<file path="src/rtl/qbus_master_seq.sv">
// Q-bus (MPI) master-cycle sequencer: DATI/DATO/DATOB cycles plus DMA bus-grant arbitration.
// Define QBUS_TIMEOUT_EN to enable the data-phase RPLY timeout (TMO_CYCLES clocks).
module qbus_master_seq #(
    parameter int TMO_CYCLES = 64
) (
    input  logic        clk,
    input  logic        rst,
    input  logic        req,
    input  logic        we,
    input  logic        byte_en,
    input  logic [15:0] addr,
    input  logic [15:0] wdata,
    output logic        ack,
    output logic        err,
    output logic [15:0] rdata,
    output logic        busy,
    output logic        sync,
    output logic        din,
    output logic        dout,
    output logic        wtbt,
    output logic [15:0] ad_out,
    output logic        ad_oe,
    input  logic [15:0] ad_in,
    input  logic        rply,
    input  logic        dmr,
    input  logic        sack,
    output logic        dmgo
);

    typedef enum logic [2:0] {IDLE, ADDR, DATA, DONE, GRANT, HOLD} state_t;

    generate
        if (TMO_CYCLES < 2 || TMO_CYCLES > 1023) begin : g_bad_tmo
            $error("qbus_master_seq: TMO_CYCLES must be in 2..1023");
        end
    endgenerate

    state_t      state_reg, state_next;
    logic [2:0]  pin_meta_reg, pin_sync_reg;
    logic        rply_s, dmr_s, sack_s;
    logic        we_reg, we_next;
    logic        byte_reg, byte_next;
    logic [15:0] wdata_reg, wdata_next;
    logic        sync_reg, sync_next;
    logic        din_reg, din_next;
    logic        dout_reg, dout_next;
    logic        wtbt_reg, wtbt_next;
    logic        dmgo_reg, dmgo_next;
    logic        ad_oe_reg, ad_oe_next;
    logic [15:0] ad_out_reg, ad_out_next;
    logic        ack_reg, ack_next;
    logic        err_reg, err_next;
    logic [15:0] rdata_reg, rdata_next;
    logic        drive_data;
    logic        tmo_hit;

    // Asynchronous bus handshakes pass through two flops; idle level is 1 (active low).
    always_ff @(posedge clk) begin
        if (rst) begin
            pin_meta_reg <= 3'b111;
            pin_sync_reg <= 3'b111;
        end else begin
            pin_meta_reg <= {sack, dmr, rply};
            pin_sync_reg <= pin_meta_reg;
        end
    end

    assign rply_s = pin_sync_reg[0];
    assign dmr_s  = pin_sync_reg[1];
    assign sack_s = pin_sync_reg[2];

`ifdef QBUS_TIMEOUT_EN
    localparam logic [9:0] TMO_LAST = 10'(TMO_CYCLES - 1);
    logic [9:0] tmo_cnt_reg;

    always_ff @(posedge clk) begin
        if (rst || state_reg != DATA) begin
            tmo_cnt_reg <= '0;
        end else begin
            tmo_cnt_reg <= tmo_cnt_reg + 10'd1;
        end
    end

    assign tmo_hit = (state_reg == DATA) && (tmo_cnt_reg == TMO_LAST);
`else
    assign tmo_hit = 1'b0;
`endif

    // Outputs are computed for the state being entered so they register on the same edge.
    always_comb begin
        state_next  = state_reg;
        we_next     = we_reg;
        byte_next   = byte_reg;
        wdata_next  = wdata_reg;
        sync_next   = 1'b1;
        din_next    = 1'b1;
        dout_next   = 1'b1;
        wtbt_next   = 1'b1;
        dmgo_next   = 1'b1;
        ad_oe_next  = 1'b0;
        ad_out_next = ad_out_reg;
        ack_next    = 1'b0;
        err_next    = 1'b0;
        rdata_next  = rdata_reg;
        drive_data  = 1'b0;

        case (state_reg)
            IDLE: begin
                if (!dmr_s) begin
                    state_next = GRANT;
                    dmgo_next  = 1'b0;
                end else if (req && !ack_reg) begin
                    state_next  = ADDR;
                    we_next     = we;
                    byte_next   = byte_en;
                    wdata_next  = wdata;
                    sync_next   = 1'b0;
                    ad_oe_next  = 1'b1;
                    ad_out_next = addr;
                    wtbt_next   = ~we;
                end
            end
            ADDR: begin
                state_next = DATA;
                drive_data = 1'b1;
            end
            DATA: begin
                if (!rply_s) begin
                    state_next = DONE;
                    sync_next  = 1'b0;
                    if (!we_reg) begin
                        rdata_next = ad_in;
                    end
                end else if (tmo_hit) begin
                    state_next = IDLE;
                    ack_next   = 1'b1;
                    err_next   = 1'b1;
                    rdata_next = '0;
                end else begin
                    drive_data = 1'b1;
                end
            end
            DONE: begin
                if (rply_s) begin
                    state_next = IDLE;
                    ack_next   = 1'b1;
                end else begin
                    sync_next = 1'b0;
                end
            end
            GRANT: begin
                if (!sack_s) begin
                    state_next = HOLD;
                end else if (dmr_s) begin
                    state_next = IDLE;
                end else begin
                    dmgo_next = 1'b0;
                end
            end
            HOLD: begin
                if (sack_s) begin
                    state_next = IDLE;
                end
            end
            default: begin
                state_next = IDLE;
            end
        endcase

        if (drive_data) begin
            sync_next = 1'b0;
            if (we_reg) begin
                ad_oe_next  = 1'b1;
                ad_out_next = wdata_reg;
                dout_next   = 1'b0;
                wtbt_next   = ~byte_reg;
            end else begin
                din_next = 1'b0;
            end
        end
    end

    always_ff @(posedge clk) begin
        if (rst) begin
            state_reg  <= IDLE;
            we_reg     <= 1'b0;
            byte_reg   <= 1'b0;
            wdata_reg  <= '0;
            sync_reg   <= 1'b1;
            din_reg    <= 1'b1;
            dout_reg   <= 1'b1;
            wtbt_reg   <= 1'b1;
            dmgo_reg   <= 1'b1;
            ad_oe_reg  <= 1'b0;
            ad_out_reg <= '0;
            ack_reg    <= 1'b0;
            err_reg    <= 1'b0;
            rdata_reg  <= '0;
        end else begin
            state_reg  <= state_next;
            we_reg     <= we_next;
            byte_reg   <= byte_next;
            wdata_reg  <= wdata_next;
            sync_reg   <= sync_next;
            din_reg    <= din_next;
            dout_reg   <= dout_next;
            wtbt_reg   <= wtbt_next;
            dmgo_reg   <= dmgo_next;
            ad_oe_reg  <= ad_oe_next;
            ad_out_reg <= ad_out_next;
            ack_reg    <= ack_next;
            err_reg    <= err_next;
            rdata_reg  <= rdata_next;
        end
    end

    assign ack    = ack_reg;
    assign err    = err_reg;
    assign rdata  = rdata_reg;
    assign busy   = (state_reg != IDLE);
    assign sync   = sync_reg;
    assign din    = din_reg;
    assign dout   = dout_reg;
    assign wtbt   = wtbt_reg;
    assign ad_out = ad_out_reg;
    assign ad_oe  = ad_oe_reg;
    assign dmgo   = dmgo_reg;

endmodule

</file>
<file path="config.mk">
export PLATFORM = sky130hd
export DESIGN_NAME = qbus_master_seq
export DESIGN_NICKNAME = d
export VERILOG_FILES = /design/src/rtl/qbus_master_seq.sv
export SDC_FILE = /design/constraint.sdc
export NUM_CORES = 1
export LEC_CHECK = 0
export ABC_AREA = 1
export CELL_PAD_IN_SITES_DETAIL_PLACEMENT = 1
export CELL_PAD_IN_SITES_GLOBAL_PLACEMENT = 2
export CORE_MARGIN = 2
export CORE_UTILIZATION = 26
export CTS_CLUSTER_DIAMETER = 30
export DETAILED_ROUTE_END_ITERATION = 16
export PLACE_DENSITY_LB_ADDON = 0.1
export SETUP_SLACK_MARGIN = 0.3
export SYNTH_ARGS = -nofsm -noshare
export SYNTH_HDL_FRONTEND = slang
export SYNTH_SLANG_ARGS = --single-unit
</file>
<file path="constraint.sdc">
create_clock -name clk -period 2.76 [get_ports clk]
set_input_delay 0.552 -clock clk [delete_from_list [all_inputs] [get_ports clk]]
set_output_delay 0.552 -clock clk [all_outputs]
set_load 0.02 [all_outputs]
</file>
==> qor.yml <==
status:
  status: "completed"
clock_tree:
  clk_latency_ns: 0.32
  cts_made_buffers: 9
  cts_resized: 0
  clock_path_buffers: 2
  root_buffer: "clkbuf_8"
  hold_buffers: 0
  cts_max_level: 3
  cts.clk_slew.worst_paths_ns: 0.07
  post-cts-setup-buffers: 0
  numClockSinks: 66
  tritoncts: "yes"
timing:
  tightest_slew_ns: 0.645
  post-route-min-period_ns: 2.36
  finalClockSkew_ns: 0.00830
  fin_crit_sh_pct: 85.4
  worst_slack_ns: 0.402
  max-slew-margin-rel_pct: 56.9
  finalHoldViolCount: 0
  final-setup-viol-count: 0
  final_max_slew_viol_count: 0
  max_freq_mhz: 424
  grt_setup_unrepaired: "false"
  final.setup.tns_ns: 0
global_routing:
  overflow: 0
  grt_pass1_vias: 2699
  grt_pass1_wl_mm: 12.8
  antenna_found_initial: 0
  track_usage_pct: 13.9
  grt_max_degree: 52
worst_setup_path:
  worstPathMaxFanout: 8
  cp.arrival_ns: 1.81
  cp_cell_sequence: "nor2_8, nand2_1, clkdlybuf4s50_1"
  crit_buf_inv: 1
  worstSetupEndpointType: "output port"
  slowest_stage: "dfxtp_1"
  slowest_delay_ns: 0.68
  cp_data_required_time_ns: 2.21
  cp_top_family: "flip-flops"
  path_class: "register to output port"
  start_kind: "register"
die:
  design.core.area_um2: 10700
  rows: 38
  start_util_pct: 26.5
  die_w_um: 109
  die_y_um: 109
  dieArea_um2: 11800
  pin_count: 97
pwr:
  switchingPower_uw: 1210
  ir_worst_vdd_mv: 0.379
  combinationalPowerShare_pct: 38.3
  p_per_area_nw_per_um2: 803
  clkPwrFrac_pct: 21.6
  swShare_pct: 37.6
  p_int_uw: 2020
  leakagePower_uw: 0.00173
  p_total_uw: 3230
  pwr-share-seq_pct: 40.1
route:
  vias: 2596
  vias_per_cell: 4.18
  drc: 0
  detail-route-antenna-nets: 0
  first_pass_iters: 4
  routedWlPerCell_um: 12.3
  wirelength_mm: 7.66
  drt-initial-drc-count: 64
yosys:
  yosys_warnings: 0
  synth_fp_nets: 444
  ys_seq_elements: 66
  yosysSeqAreaShare_pct: 46.4
  syn_avg_cell_area_um2: 7.34
  syn_inst: 388
  post_synth_num_cell_types: 28
  syn_area_um2: 2850
run:
  cap_violations: 0
cells_and_area:
  n_antenna_cell: 0
  fillCellCount: 1354
  area_growth_pct: 41.3
  multi_input_comb_area_um2: 1250
  seq_area_um2: 1320
  fin_cells: 621
  final_nets: 532
  drive_gt1_share_pct: 8.52
worst_hold_path:
  hold_class: "register to register"
placed_design:
  place_inst: 605
  io_buffers: 95
  dpl.hpwl_mm: 5.28
  post-place-ws_ns: 0.574
  gp_congestion: 0.775
==> kinds of logic after synthesis <==
family	synth area share, %
buf+inv	9.80
compound gates	9.63
flops	46.4
other cells	0.132
simple gates	34.0
==> power groups by stage <==
stage	Sequential, µW	Clock [µW]	Combinational [µW]
after floorplan	1370	0	799
after global placement	1310	0	1240
after detailed placement	1320	0	1260
after CTS	1300	744	1270
after global routing	1320	796	1400
final	1300	699	1240
==> per-layer routing <==
| layer | GRT usage, % | vias up | part of all wire, % |
|---|---|---|---|
| li1 | - | 1379 | - |
| met3 | 3.89 | 6 | 5.8 |
| met4 | 5.77 | 0 | 0.89 |
| met5 | 0 | - | 0 |
| met2 | 22.5 | 55 | 47 |
| met1 | 17.5 | 1156 | 47 |
==> placed cells by master, fill, tap and decap left out, types with 4 or more instances in the layout <==
cell type | netlist | final
clkbuf_8 | 0 | 10
nand2_1 | 105 | 105
a21oi_1 | 16 | 16
or2_2 | 6 | 6
nand3_1 | 8 | 8
o21ai_0 | 34 | 34
inv_2 | 4 | 4
dfxtp_1 | 66 | 65
inv_1 | 26 | 26
clkdlybuf4s50_1 | 0 | 95
nor2_1 | 79 | 79
==> worst register-to-register path, stage by stage (launching register included) <==
cell and delay [ns]:
dfxtp_1 0.68, nand3_4 0.16, nor3_4 0.52, inv_2 0.30, nor2_1 0.16, nor2_1 0.06
==> synthesized netlist by cell type (all sizes together) <==
| master | instances | area (µm²) |
|---|---|---|
| or2 | 6 | 37.5 |
| o31ai | 1 | 7.51 |
| clkbuf | 8 | 30.0 |
| a21oi | 16 | 80.1 |
| buf | 14 | 128 |
| dfxtp | 66 | 1320 |
| conb | 1 | 3.75 |
| nor3 | 3 | 26.3 |
| nand3 | 13 | 113 |
| a31oi | 1 | 6.26 |
| nand4 | 2 | 12.5 |
| inv | 31 | 121 |
| o21ai | 36 | 180 |
| nand2 | 105 | 394 |
| nor2 | 85 | 385 |
==> cell type report <==
type | instances | share of cell area [%]
clock buffers | 13 | 3.70
clock inverters | 3 | 0.373
flip-flops and latches | 66 | 32.9
well taps | 140 | 4.35
repair buffers | 99 | 24.7
multi-input cells | 269 | 31.0
inverters | 31 | 3.02
==> final timing paths <==
check	startpoint	to	slack [ns]	depth (start not counted)
max	state_reg[1]	busy	0.40	3
min	pin_meta_reg[1]	pin_sync_reg[1]	0.41	1
max reg2reg	state_reg[1]	rdata[11]	0.77	5
min reg2reg	pin_meta_reg[1]	pin_sync_reg[1]	0.41	1
==> per-stage QoR <==
step                instance area, µm²  hold WS (ns)  util, %
floorplan                         2850         0.389        -
global placement                  3860         0.393     35.9
detailed placement                3860         0.398     35.9
CTS                               4020         0.415     37.4
global route                      4020         0.440     37.4
finish                            4020         0.410     37.4
Power figures use the tool's default switching activity.
